==> src/rtl/mbinit_sb_tx_arbiter.sv <==
// Round-robin arbiter sharing the sideband TX channel between the REPAIRCLK TX-side and
// RX-side sub-FSMs; issues one transaction and tracks the encoder busy handshake.
module mbinit_sb_tx_arbiter #(
  parameter int unsigned SB_MSG_Width  = 4,
  parameter int unsigned DATA_W        = 3,
  parameter int unsigned BUSY_WAIT_MAX = 8
) (
  input  logic                    i_clk,
  input  logic                    i_rst_n,
  input  logic                    i_en,
  input  logic [SB_MSG_Width-1:0] i_tx_msg,
  input  logic [DATA_W-1:0]       i_tx_data,
  input  logic                    i_tx_msg_valid,
  input  logic [SB_MSG_Width-1:0] i_rx_msg,
  input  logic [DATA_W-1:0]       i_rx_data,
  input  logic                    i_rx_msg_valid,
  input  logic                    i_sb_busy,
  output logic [SB_MSG_Width-1:0] o_sb_msg,
  output logic [DATA_W-1:0]       o_sb_data,
  output logic                    o_sb_msg_valid,
  output logic                    o_tx_done,
  output logic                    o_rx_done,
  output logic [1:0]              o_grant,
  output logic                    o_timeout
);

  localparam int unsigned CntW = $clog2(BUSY_WAIT_MAX + 1);

  typedef enum logic [1:0] {
    StIdle,
    StIssue,
    StWaitBusy,
    StWaitFall
  } state_e;

  state_e                  state_q, state_d;
  logic                    busy_q;
  logic                    last_grant_q, last_grant_d;
  logic [CntW-1:0]         cnt_q, cnt_d;
  logic [CntW-1:0]         cnt_inc;
  logic [SB_MSG_Width-1:0] msg_q, msg_d;
  logic [DATA_W-1:0]       data_q, data_d;
  logic                    valid_q, valid_d;
  logic                    tx_done_q, tx_done_d;
  logic                    rx_done_q, rx_done_d;
  logic [1:0]              grant_q, grant_d;
  logic                    timeout_q, timeout_d;

  logic fall;
  logic tx_elig, rx_elig, pick_rx;

  assign fall    = busy_q & ~i_sb_busy;
  // A requester's valid is still high during its own done cycle; mask it there.
  assign tx_elig = i_tx_msg_valid & ~tx_done_q;
  assign rx_elig = i_rx_msg_valid & ~rx_done_q;
  assign pick_rx = rx_elig & (~tx_elig | ~last_grant_q);
  assign cnt_inc = cnt_q + CntW'(1);

  always_comb begin
    state_d      = state_q;
    last_grant_d = last_grant_q;
    cnt_d        = cnt_q;
    msg_d        = msg_q;
    data_d       = data_q;
    grant_d      = grant_q;
    valid_d      = 1'b0;
    tx_done_d    = 1'b0;
    rx_done_d    = 1'b0;
    timeout_d    = 1'b0;

    if (!i_en) begin
      state_d = StIdle;
      grant_d = 2'b00;
    end else begin
      unique case (state_q)
        StIdle: begin
          if (!i_sb_busy && (tx_elig || rx_elig)) begin
            msg_d        = pick_rx ? i_rx_msg : i_tx_msg;
            data_d       = pick_rx ? i_rx_data : i_tx_data;
            grant_d      = pick_rx ? 2'b10 : 2'b01;
            last_grant_d = pick_rx;
            valid_d      = 1'b1;
            state_d      = StIssue;
          end
        end
        StIssue: begin
          if (i_sb_busy) begin
            state_d = StWaitFall;
          end else begin
            cnt_d   = '0;
            state_d = StWaitBusy;
          end
        end
        StWaitBusy: begin
          if (i_sb_busy) begin
            state_d = StWaitFall;
          end else if (cnt_inc == CntW'(BUSY_WAIT_MAX)) begin
            // Encoder never responded: drop ownership, request stays pending for retry.
            cnt_d     = cnt_inc;
            timeout_d = 1'b1;
            grant_d   = 2'b00;
            state_d   = StIdle;
          end else begin
            cnt_d = cnt_inc;
          end
        end
        StWaitFall: begin
          if (fall) begin
            tx_done_d = grant_q[0];
            rx_done_d = grant_q[1];
            grant_d   = 2'b00;
            state_d   = StIdle;
          end
        end
        default: state_d = StIdle;
      endcase
    end
  end

  always_ff @(posedge i_clk or negedge i_rst_n) begin
    if (!i_rst_n) begin
      state_q      <= StIdle;
      busy_q       <= 1'b0;
      last_grant_q <= 1'b1;
      cnt_q        <= '0;
      msg_q        <= '0;
      data_q       <= '0;
      valid_q      <= 1'b0;
      tx_done_q    <= 1'b0;
      rx_done_q    <= 1'b0;
      grant_q      <= 2'b00;
      timeout_q    <= 1'b0;
    end else begin
      state_q      <= state_d;
      busy_q       <= i_sb_busy;
      last_grant_q <= last_grant_d;
      cnt_q        <= cnt_d;
      msg_q        <= msg_d;
      data_q       <= data_d;
      valid_q      <= valid_d;
      tx_done_q    <= tx_done_d;
      rx_done_q    <= rx_done_d;
      grant_q      <= grant_d;
      timeout_q    <= timeout_d;
    end
  end

  assign o_sb_msg       = msg_q;
  assign o_sb_data      = data_q;
  assign o_sb_msg_valid = valid_q;
  assign o_tx_done      = tx_done_q;
  assign o_rx_done      = rx_done_q;
  assign o_grant        = grant_q;
  assign o_timeout      = timeout_q;

endmodule
==> config.mk <==
export PLATFORM = sky130hd
export DESIGN_NAME = mbinit_sb_tx_arbiter
export DESIGN_NICKNAME = d
export VERILOG_FILES = /design/src/rtl/mbinit_sb_tx_arbiter.sv
export SDC_FILE = /design/constraint.sdc
export NUM_CORES = 1
export LEC_CHECK = 0
export BUFFER_PORTS_ARGS = -buffer_cell sky130_fd_sc_hd__buf_4
export CORE_MARGIN = 5
export CORE_UTILIZATION = 50
export CTS_CLUSTER_SIZE = 28
export DETAILED_ROUTE_END_ITERATION = 8
export PLACE_DENSITY = 0.8
export SYNTH_ARGS = -nofsm -noshare
export SYNTH_HDL_FRONTEND = slang
export SYNTH_SLANG_ARGS = --single-unit
export TNS_END_PERCENT = 10
==> constraint.sdc <==
create_clock -name i_clk -period 1.81 [get_ports i_clk]
set_input_delay 0.0905 -clock i_clk [delete_from_list [all_inputs] [get_ports i_clk]]
set_output_delay 0.0905 -clock i_clk [all_outputs]
set_load 0.05 [all_outputs]
### Yosys cells after proc, flatten, opt, wreduce, memory -nomap -nowiden

Cells that the tools add are included.

| storage, ports and cells | value |
|---|---|
| flip-flop bits (word level) | 21 |
| input bits | 20 |
| output and inout port bits | 13 |
| logic and storage cells | 73 |

| operators by class | value |
|---|---|
| add/sub/neg operators | 1 |
| equality and inequality tests | 12 |
| muxes and demuxes | 30 |
| bitwise gates (word level) | 10 |
| reductions and logical operators | 9 |

Operators with widths:

| cell | number |
|---|---|
| 2-bit 2-to-1 mux | 9 |
| 1-bit 2-to-1 mux | 14 |
| 4-bit 2-to-1 mux | 3 |
| 3-bit != test (second input constant) | 4 |
| 2-bit one-hot mux with 4 select lines | 1 |
| 4-bit one-hot mux with 2 select lines | 1 |
| 2-bit one-hot mux with 3 select lines | 1 |
| 3-bit AND reduction | 2 |
| 1-bit NOT | 5 |
| 5-bit AND reduction | 1 |
| 4-bit by 1-bit adder with 4-bit output (second input constant) | 1 |
| 1-bit bitwise AND | 4 |
| 2-bit == test (second input constant) | 2 |
| 4-bit == test (second input constant) | 1 |
| 2-bit != test (second input constant) | 2 |
| 4-bit by 1-bit != test with 1-bit output (second input constant) | 1 |
| 4-bit != test (second input constant) | 1 |
| 4-bit AND reduction | 1 |
| 3-bit 2-to-1 mux | 1 |
| 2-bit by 1-bit == test with 1-bit output (second input constant) | 1 |
| 2-bit logical NOT | 1 |
| 2-bit nonzero test | 1 |
| 1-bit logical AND | 1 |
| 1-bit logical NOT | 1 |
| other kinds (2) | 2 |

### Longest topological paths before layout

Gate-level depths: netlist (run 1).

| depth | value |
|---|---|
| depth in word-level cells | 9 |
| mapped depth | 5 |
| gate-level depth less buffers | 4 |

### Least setup slack after synthesis (run 1)

Ideal clock, no wire load.

| path | value |
|---|---|
| path type | register to register |
| start | register rx_done_q, in the netlist o_rx_done |
| end | register data_q[1], in the netlist o_sb_data[1] |
| library setup time | 131 ps |
| arrival time | 1335 ps |
| data required time | 1679 ps |
| slack | 343 ps |
| stages on the path, launching flop included | 6 |
| buffers on the path | 1 |
| period minus slack after synthesis | 1467 ps |
| path through | dfrtp_1 > nor2b_4 > a21bo_1 > buf_6 > mux2i_1 > o21ai_1 |

| between the ends | value |
|---|---|
| cells in the longest elaborated chain, start to end | 5 |
| elaborated cells between the ends (all ways) | 7 |
| classes of those cells | 1 x mux; 3 x bitwise; 3 x reduce/logical |

RTL lines:

| what | RTL line | RTL |
|---|---|---|
| start, declared | 45 | `logic rx_done_q, rx_done_d;` |
| start signal, assigned | 142 | `rx_done_q <= rx_done_d;` |
| 1-bit NOT * | 55 | `assign rx_elig = i_rx_msg_valid & ~rx_done_q;` |
| 1-bit bitwise AND * | 55 |  |
| 1-bit logical OR | 77 | `if (!i_sb_busy && (tx_elig \|\| rx_elig)) begin` |
| 1-bit logical AND | 77 |  |
| 3-bit AND reduction (no source line) | -- |  |
| end signal, assigned | 139 | `data_q <= data_d;` |
| end, declared | 42 | `logic [DATA_W-1:0] data_q, data_d;` |

Mark *: on every way between the ends. The rest lies on a longest branch, timed or not.
A chain may end at the register's enable or synchronous reset.

### Worst setup path after layout (run 1)

| path | value |
|---|---|
| start | register state_q[0] |
| end | register grant_q[0], in the netlist o_grant[0] |

| between the ends | value |
|---|---|
| cells in the longest elaborated chain, start to end | 3 |
| elaborated cells between the ends (all ways) | 11 |
| classes of those cells | 7 x eq/ne; 2 x mux; 2 x reduce/logical |

RTL lines:

| what | RTL line | RTL |
|---|---|---|
| start, declared | 36 | `state_e state_q, state_d;` |
| start signal, assigned | 122 | `state_q <= StIdle;` |
| start signal, assigned | 134 | `state_q <= state_d;` |
| 2-bit == test / 2-bit logical NOT (equally long branches) | 75 | `unique case (state_q)` |
| 4-bit by 1-bit != test with 1-bit output (no source line) (tied with other cells) | -- |  |
| 5-bit AND reduction (no source line) / 2-bit 2-to-1 mux (equally long branches) | -- |  |
| end signal, assigned | 143 | `grant_q <= grant_d;` |
| end, declared | 46 | `logic [1:0] grant_q, grant_d;` |

Several ways; a longest one is shown, not always the timed one.

==> results.ini, run 1 <==
[sta]
finalMaxSlewViolations=0
slew_headroom_pct=67.3
fmax_mhz=681
setup_viol=0
worstMarginPinSlew_ps=489
period_share_pct=81.1
min_period_ps=1470
worst_slack_ps=342
hold_viol_final=0
rsz0062_at_grt=false
holdWs_ps=50.4
clock_skew_ps=4.93
finalSetupTns_ps=0

[synth]
yosys_warnings=0
syn_area_per_cell_um2=10.2
ys_types=34
netlist_instances=106
synth_area_um2=1080
seq_area_frac_synth_pct=49.0
synth_nets=127
ys_ff_latch=21

[clock_network]
clk_path_buf_depth=2
clkTransAtPathRegs_ps=110
cts.sinks=21
clock-root-buffer=clkbuf_4
cts_resized=0
clock_latency_ps=290
cts_buffers=3
h-tree-depth=1
cts_tree=yes
post-cts-setup-buffers=0

[placed_design]
numPortBuffers=32
place_ws_ps=353
hpwl_um=1770
place_congestion=0.792

[worst_setup_path]
cp-start-kind=flip-flop
worstSetupStartpoint=state_q[0]$_DFFE_PN0P_
cp_top_family=flip-flops
worst_r2r_endpoint=o_grant[0]$_DFFE_PN0P_
critPathSlowestCell=dfrtp_1
worst-path-stages=4
cp-endpoint=o_grant[0]$_DFFE_PN0P_
cp_max_fo=14
arrival_ps=1680
crit_buf_inv=0
crit_type=reg2reg
cp-end-kind=flip-flop
required_ps=2030
timing.rr.start=state_q[0]$_DFFE_PN0P_
r2r_cells=4
reg2reg_slack_ps=340
slowest_delay_ps=550
crit_path_cell_trace=nor2_2 > o21ai_1 > nand3b_1 > o221ai_1

[detailed_routing]
vias=902
remaining_drc_errors=0
dr.pass1.iters=4
first_iter_violations=30
wirelength_um=2300
detail_route.wl_per_cell_um=13.8
routed_via_density=5.40
postRouteAntennaNets=0

[die]
initial_core_util_pct=53.8
num_rows=16
die_h_um=56.4
io_pins=33
die_w_um=56.4
core-area_um2=2000
dieArea_um2=3180

[layout]
nets=162
final_util_pct=67.9
synthToLayoutAreaGrowth_pct=26.4
drive_gt1_share_pct=29.3
diodes=0

[power]
vdd_drop_max_uv=688
leakagePower_uw=0.000672
power_density_nw_per_um2=1050

[global_routing]
grt_remaining_overflow=0
grt_pass1_wl_um=4000
antenna_found_initial=0
grt_max_degree=22
grtUsageTotal_pct=15.3
grt_pass1_vias=940

[hold_path]
min_path_type=in2reg

[run]
drv_cap=0

[outcome]
outcome=finished clean

[where the power goes]
group          internal (uW)  switching (uW)  total, uW
Clock                   85.6             135        220
Sequential               564            97.0        661
Combinational            203             350        553
[area by class of cell]
type	count	area [um^2]
Tap cell	27	33.8
Multi-Input combinational cell	77	498
Timing Repair Buffer	34	260
Inverter	4	15.0
Clock buffer	4	26.3
Sequential cell	21	527
Fill cell	170	642
[how the worst min path moves through the flow]
stage | startpoint | endpoint | slack, ps | cells after the start
final | i_rx_data[0] | o_sb_data[0]$_DFFE_PN0P_ | 50 | 3
after global routing | i_rx_msg[0] | o_sb_msg[0]$_DFFE_PN0P_ | 60 | 3
after CTS | i_rx_data[0] | o_sb_data[0]$_DFFE_PN0P_ | 50 | 3
after detailed placement | i_rst_n | cnt_q[0]$_DFFE_PN0P_ | -10 | 1
after global placement | i_rst_n | cnt_q[0]$_DFFE_PN0P_ | -10 | 1
after floorplan | i_rst_n | busy_q$_DFF_PN0_ | -210 | 0
[state kept, by name, summed over array words and instances, names as in the netlist]
name	cells
cnt_q	4
state_q	2
busy_q	1
last_grant_q	1
o_rx_done	1
o_sb_data	3
o_sb_msg	4
o_sb_msg_valid	1
o_tx_done	1
o_grant	2
o_timeout	1
[through the flow]
step,cells,instance area (um^2),total power [uW]
3_5_place_dp,161,1310,1220
6_report,167,1360,1430
3_3_place_gp,161,1310,1200
4_1_cts,167,1360,1440
5_1_grt,167,1360,1520
2_1_floorplan,106,1080,1040
[routing by layer]
layer | vias to the layer above | global-route usage [%] | wire length, um | part of all wire [%]
met4 | 0 | 4.07 | 0 | 0
met2 | 18 | 28.0 | 1240 | 54
li1 | 443 | - | - | -
met5 | - | 0 | 0 | 0
met1 | 441 | 18.1 | 954 | 41
met3 | 0 | 2.75 | 105 | 4.6
[cells in the mapped netlist, drive strengths merged]
cell     n  share of area, %
a32oi    1              0.81
xor2     1              0.81
o211ai   1               2.0
nor3     2              0.93
a41oi    1              0.81
dfrtp   20                47
a211oi   1              0.70
and2     2               1.2
nand4b   1              0.81
nand2   16               5.6
nor4b    1              0.81
inv      4               1.4
dfstp    1               2.4
o22ai    1              0.58
mux2i    8               7.4
o21ai   17               7.9
and3     1              0.58
a21bo    1              0.93
nor2     3               1.3
a21oi    4               1.9
ha       1               1.2
nand3    4               1.9
nand3b   2               1.4
o21a     2               1.4
nand2b   1              0.58
nor2b    3               3.1
and2b    1              0.93
o221ai   1              0.81
buf      4               3.4
[kinds of logic after synthesis]
family                     synth area share, %
and+or+nand+nor                           19.1
AOI/OAI and AO/OA                         17.8
DFF                                       49.0
buffers and inverters                     4.77
muxes                                     7.44
xor gates and xnor gates                 0.814
adders and majority gates                 1.16
[worst reg2reg max path: stages, from the launching register on]
cell and delay, ps:
dfrtp_1 550, nor2_2 290, o21ai_1 180, nand3b_1 190
o221ai_1 190
[placed cells by master, fill, tap and decap left out, types with 2 or more instances in the layout]
cell            n
inv_1           4
clkbuf_4        3
nand3_1         4
nor2b_4         2
o21a_1          2
nor2_1          2
buf_4          32
nand2_1        16
mux2i_1         8
dlygate4sd3_1   2
nor3_1          2
o21ai_1        13
dfrtp_1        20
nand3b_1        2
o21ai_0         4
and2_1          2
a21oi_1         4
[timing repair]
action                     4_1_cts  5_1_grt
setup endpoints to repair        0        0
hold endpoints to repair        22        0
hold buffers                     2        0
Power figures use the tool's default switching activity.
==> run 2, diff against run 1 <==
--- a/config.mk
+++ b/config.mk
@@ -6,11 +6,12 @@
 export NUM_CORES = 1
 export LEC_CHECK = 0
 export BUFFER_PORTS_ARGS = -buffer_cell sky130_fd_sc_hd__buf_4
+export CORE_ASPECT_RATIO = 0.6
 export CORE_MARGIN = 5
-export CORE_UTILIZATION = 50
+export CORE_UTILIZATION = 49
 export CTS_CLUSTER_SIZE = 28
 export DETAILED_ROUTE_END_ITERATION = 8
-export PLACE_DENSITY = 0.8
+export PLACE_DENSITY = 0.79
 export SYNTH_ARGS = -nofsm -noshare
 export SYNTH_HDL_FRONTEND = slang
 export SYNTH_SLANG_ARGS = --single-unit
==> constraint.sdc (replaced) <==
create_clock -name i_clk -period 1.5 [get_ports i_clk]
set_input_delay 0.075 -clock i_clk [delete_from_list [all_inputs] [get_ports i_clk]]
set_output_delay 0.075 -clock i_clk [all_outputs]
set_load 0.05 [all_outputs]
==> run 2 against run 1 <==
- wire length increased by 0.61%
- critical path depth is the same
- sequential cell count is the same
==> results.ini, run 2 (synthesis gave the netlist of run 1 again) <==
[outcome]
outcome=finished clean

[die]
initial_core_util_pct=50.5  ; -3.3 points
core-area_um2=2130  ; +6.4%
die_w_um=70.5  ; +25%
num_rows=13  ; -3
die_h_um=46.3  ; -18%
dieArea_um2=3260  ; +2.6%
io_pins=33  ; unchanged

[sta]
setup_viol=0  ; unchanged
fmax_mhz=719  ; +5.5%
worstMarginPinSlew_ps=474  ; -15.1 ps
min_period_ps=1390  ; -76.4 ps
period_share_pct=92.8  ; +12 points
clock_skew_ps=2.19  ; -2.74 ps
finalMaxSlewViolations=0  ; unchanged
slew_headroom_pct=68.3  ; +1.0 points
rsz0062_at_grt=false
hold_viol_final=0  ; unchanged

[worst_setup_path]
timing.rr.start=state_q[0]$_DFFE_PN0P_
crit_buf_inv=0  ; unchanged
cp-start-kind=flip-flop
crit_path_cell_trace=nor2_2 > o21ai_1 > nand3b_1 > o221ai_1
arrival_ps=1570  ; -110 ps
cp-end-kind=flip-flop
crit_type=reg2reg
required_ps=1680  ; -350 ps
worst_r2r_endpoint=o_grant[0]$_DFFE_PN0P_
cp_top_family=flip-flops
critPathSlowestCell=dfrtp_1
slowest_delay_ps=470  ; -80 ps
r2r_cells=4  ; unchanged
reg2reg_slack_ps=110  ; -230 ps
cp_max_fo=8  ; -6

[clock_network]
clock-root-buffer=clkbuf_8
cts.sinks=21  ; unchanged
cts_buffers=3  ; unchanged
clk_path_buf_depth=2  ; unchanged
clock_latency_ps=260  ; -30 ps
cts_tree=yes
h-tree-depth=1  ; unchanged
clkTransAtPathRegs_ps=70  ; -40 ps
post-cts-setup-buffers=0  ; unchanged

[placed_design]
place_congestion=0.802  ; +1.3%
numPortBuffers=32  ; unchanged
hpwl_um=1810  ; +2.6%

[hold_path]
min-delay-start=i_rx_msg[1]
hold_depth=3  ; unchanged
min_to=o_sb_msg[1]$_DFFE_PN0P_
min_path_type=in2reg

[power]
power_density_nw_per_um2=1320  ; +25%
vdd_drop_max_uv=630  ; -8.4%
p_total_uw=1840  ; +28%
leakagePower_uw=0.000687  ; +2.3%

[detailed_routing]
first_iter_violations=37  ; +23%
wirelength_um=2320  ; +0.61%
postRouteAntennaNets=0  ; unchanged
remaining_drc_errors=0  ; unchanged
dr.pass1.iters=4  ; unchanged
vias=917  ; +1.7%
detail_route.wl_per_cell_um=13.5  ; -2.3%
routed_via_density=5.33  ; -1.3%

[global_routing]
grt_max_degree=22  ; unchanged
grt_remaining_overflow=0  ; unchanged
grt_pass1_wl_um=3820  ; -4.5%
antenna_found_initial=0  ; unchanged
grt_pass1_vias=852  ; -9.4%
grtUsageTotal_pct=15.3  ; +0.040 points

[run]
drv_cap=0  ; unchanged

[layout]
nets=164  ; +1.2%
final-seq-area_um2=527  ; unchanged
synthToLayoutAreaGrowth_pct=29.9
drive_gt1_share_pct=31.0  ; +1.7 points
multiInputGateArea_um2=498  ; unchanged
diodes=0  ; unchanged
final_cell_mix=34 x buf_4, 20 x dfrtp_1, 16 x nand2_1, 13 x o21ai_1, 8 x mux2i_1
final_util_pct=65.6  ; -2.3 points
n_fill_cell=183  ; +7.6%
layout_commonest_cell=buf_4

==> run 2: final cells by class <==
cell class,count,area share [%]
clock buffer,4,3.22
multi-input combinational,77,35.6
sequential,21,37.7
tap,30,2.69
inverter,4,1.07
timing repair buffer,36,19.7
==> run 2: timing repair <==
item	CTS	global route
gates resized for setup	1	0
setup endpoints to repair	1	0
endpoints found under the hold margin	22	0
hold buffers	2	0
==> run 2: metrics by stage <==
step,setup TNS [ps],area (um^2),instances,setup WS [ps],hold slack [ps]
6_report,0,1400,172,108,80.5
5_1_grt,0,1400,172,5.59,89.8
4_1_cts,0,1400,172,94.8,80.4
3_5_place_dp,-0.123,1330,166,-0.123,-23.4
3_3_place_gp,0,1330,166,113,-27.1
2_1_floorplan,0,1080,106,33.5,-221
==> run 2: worst min-delay path, cell delays in order <==
cell,delay (ps)
buf_4,70
mux2i_1,50
o21ai_1,100
==> run 2: power breakdown <==
part	internal [uW]	total (uW)	switching, uW
Clock	189	369	179
Combinational	253	682	429
Sequential	682	788	106
Total	1120	1840	714
==> run 2: layer usage <==
layer	vias to the layer above	share of wire [%]	GRT usage [%]
li1	445	-	-
met1	434	45	19.9
met2	36	48	24.7
met3	2	6.6	5.01
met4	0	0.73	4.96
met5	-	0	0
==> run 2: how the worst max path moves through the flow <==
stage,cells past startpoint,endpoint,from,slack (ps)
detailed placement,4,o_sb_data[2]$_DFFE_PN0P_,o_tx_done$_DFF_PN0_,-0.1
CTS,4,o_sb_data[2]$_DFFE_PN0P_,o_tx_done$_DFF_PN0_,90
finish,4,o_grant[0]$_DFFE_PN0P_,state_q[0]$_DFFE_PN0P_,110
global route,4,o_grant[0]$_DFFE_PN0P_,state_q[0]$_DFFE_PN0P_,6
global placement,4,o_sb_data[0]$_DFFE_PN0P_,o_tx_done$_DFF_PN0_,110
floorplan,5,o_sb_data[1]$_DFFE_PN0P_,o_rx_done$_DFF_PN0_,30
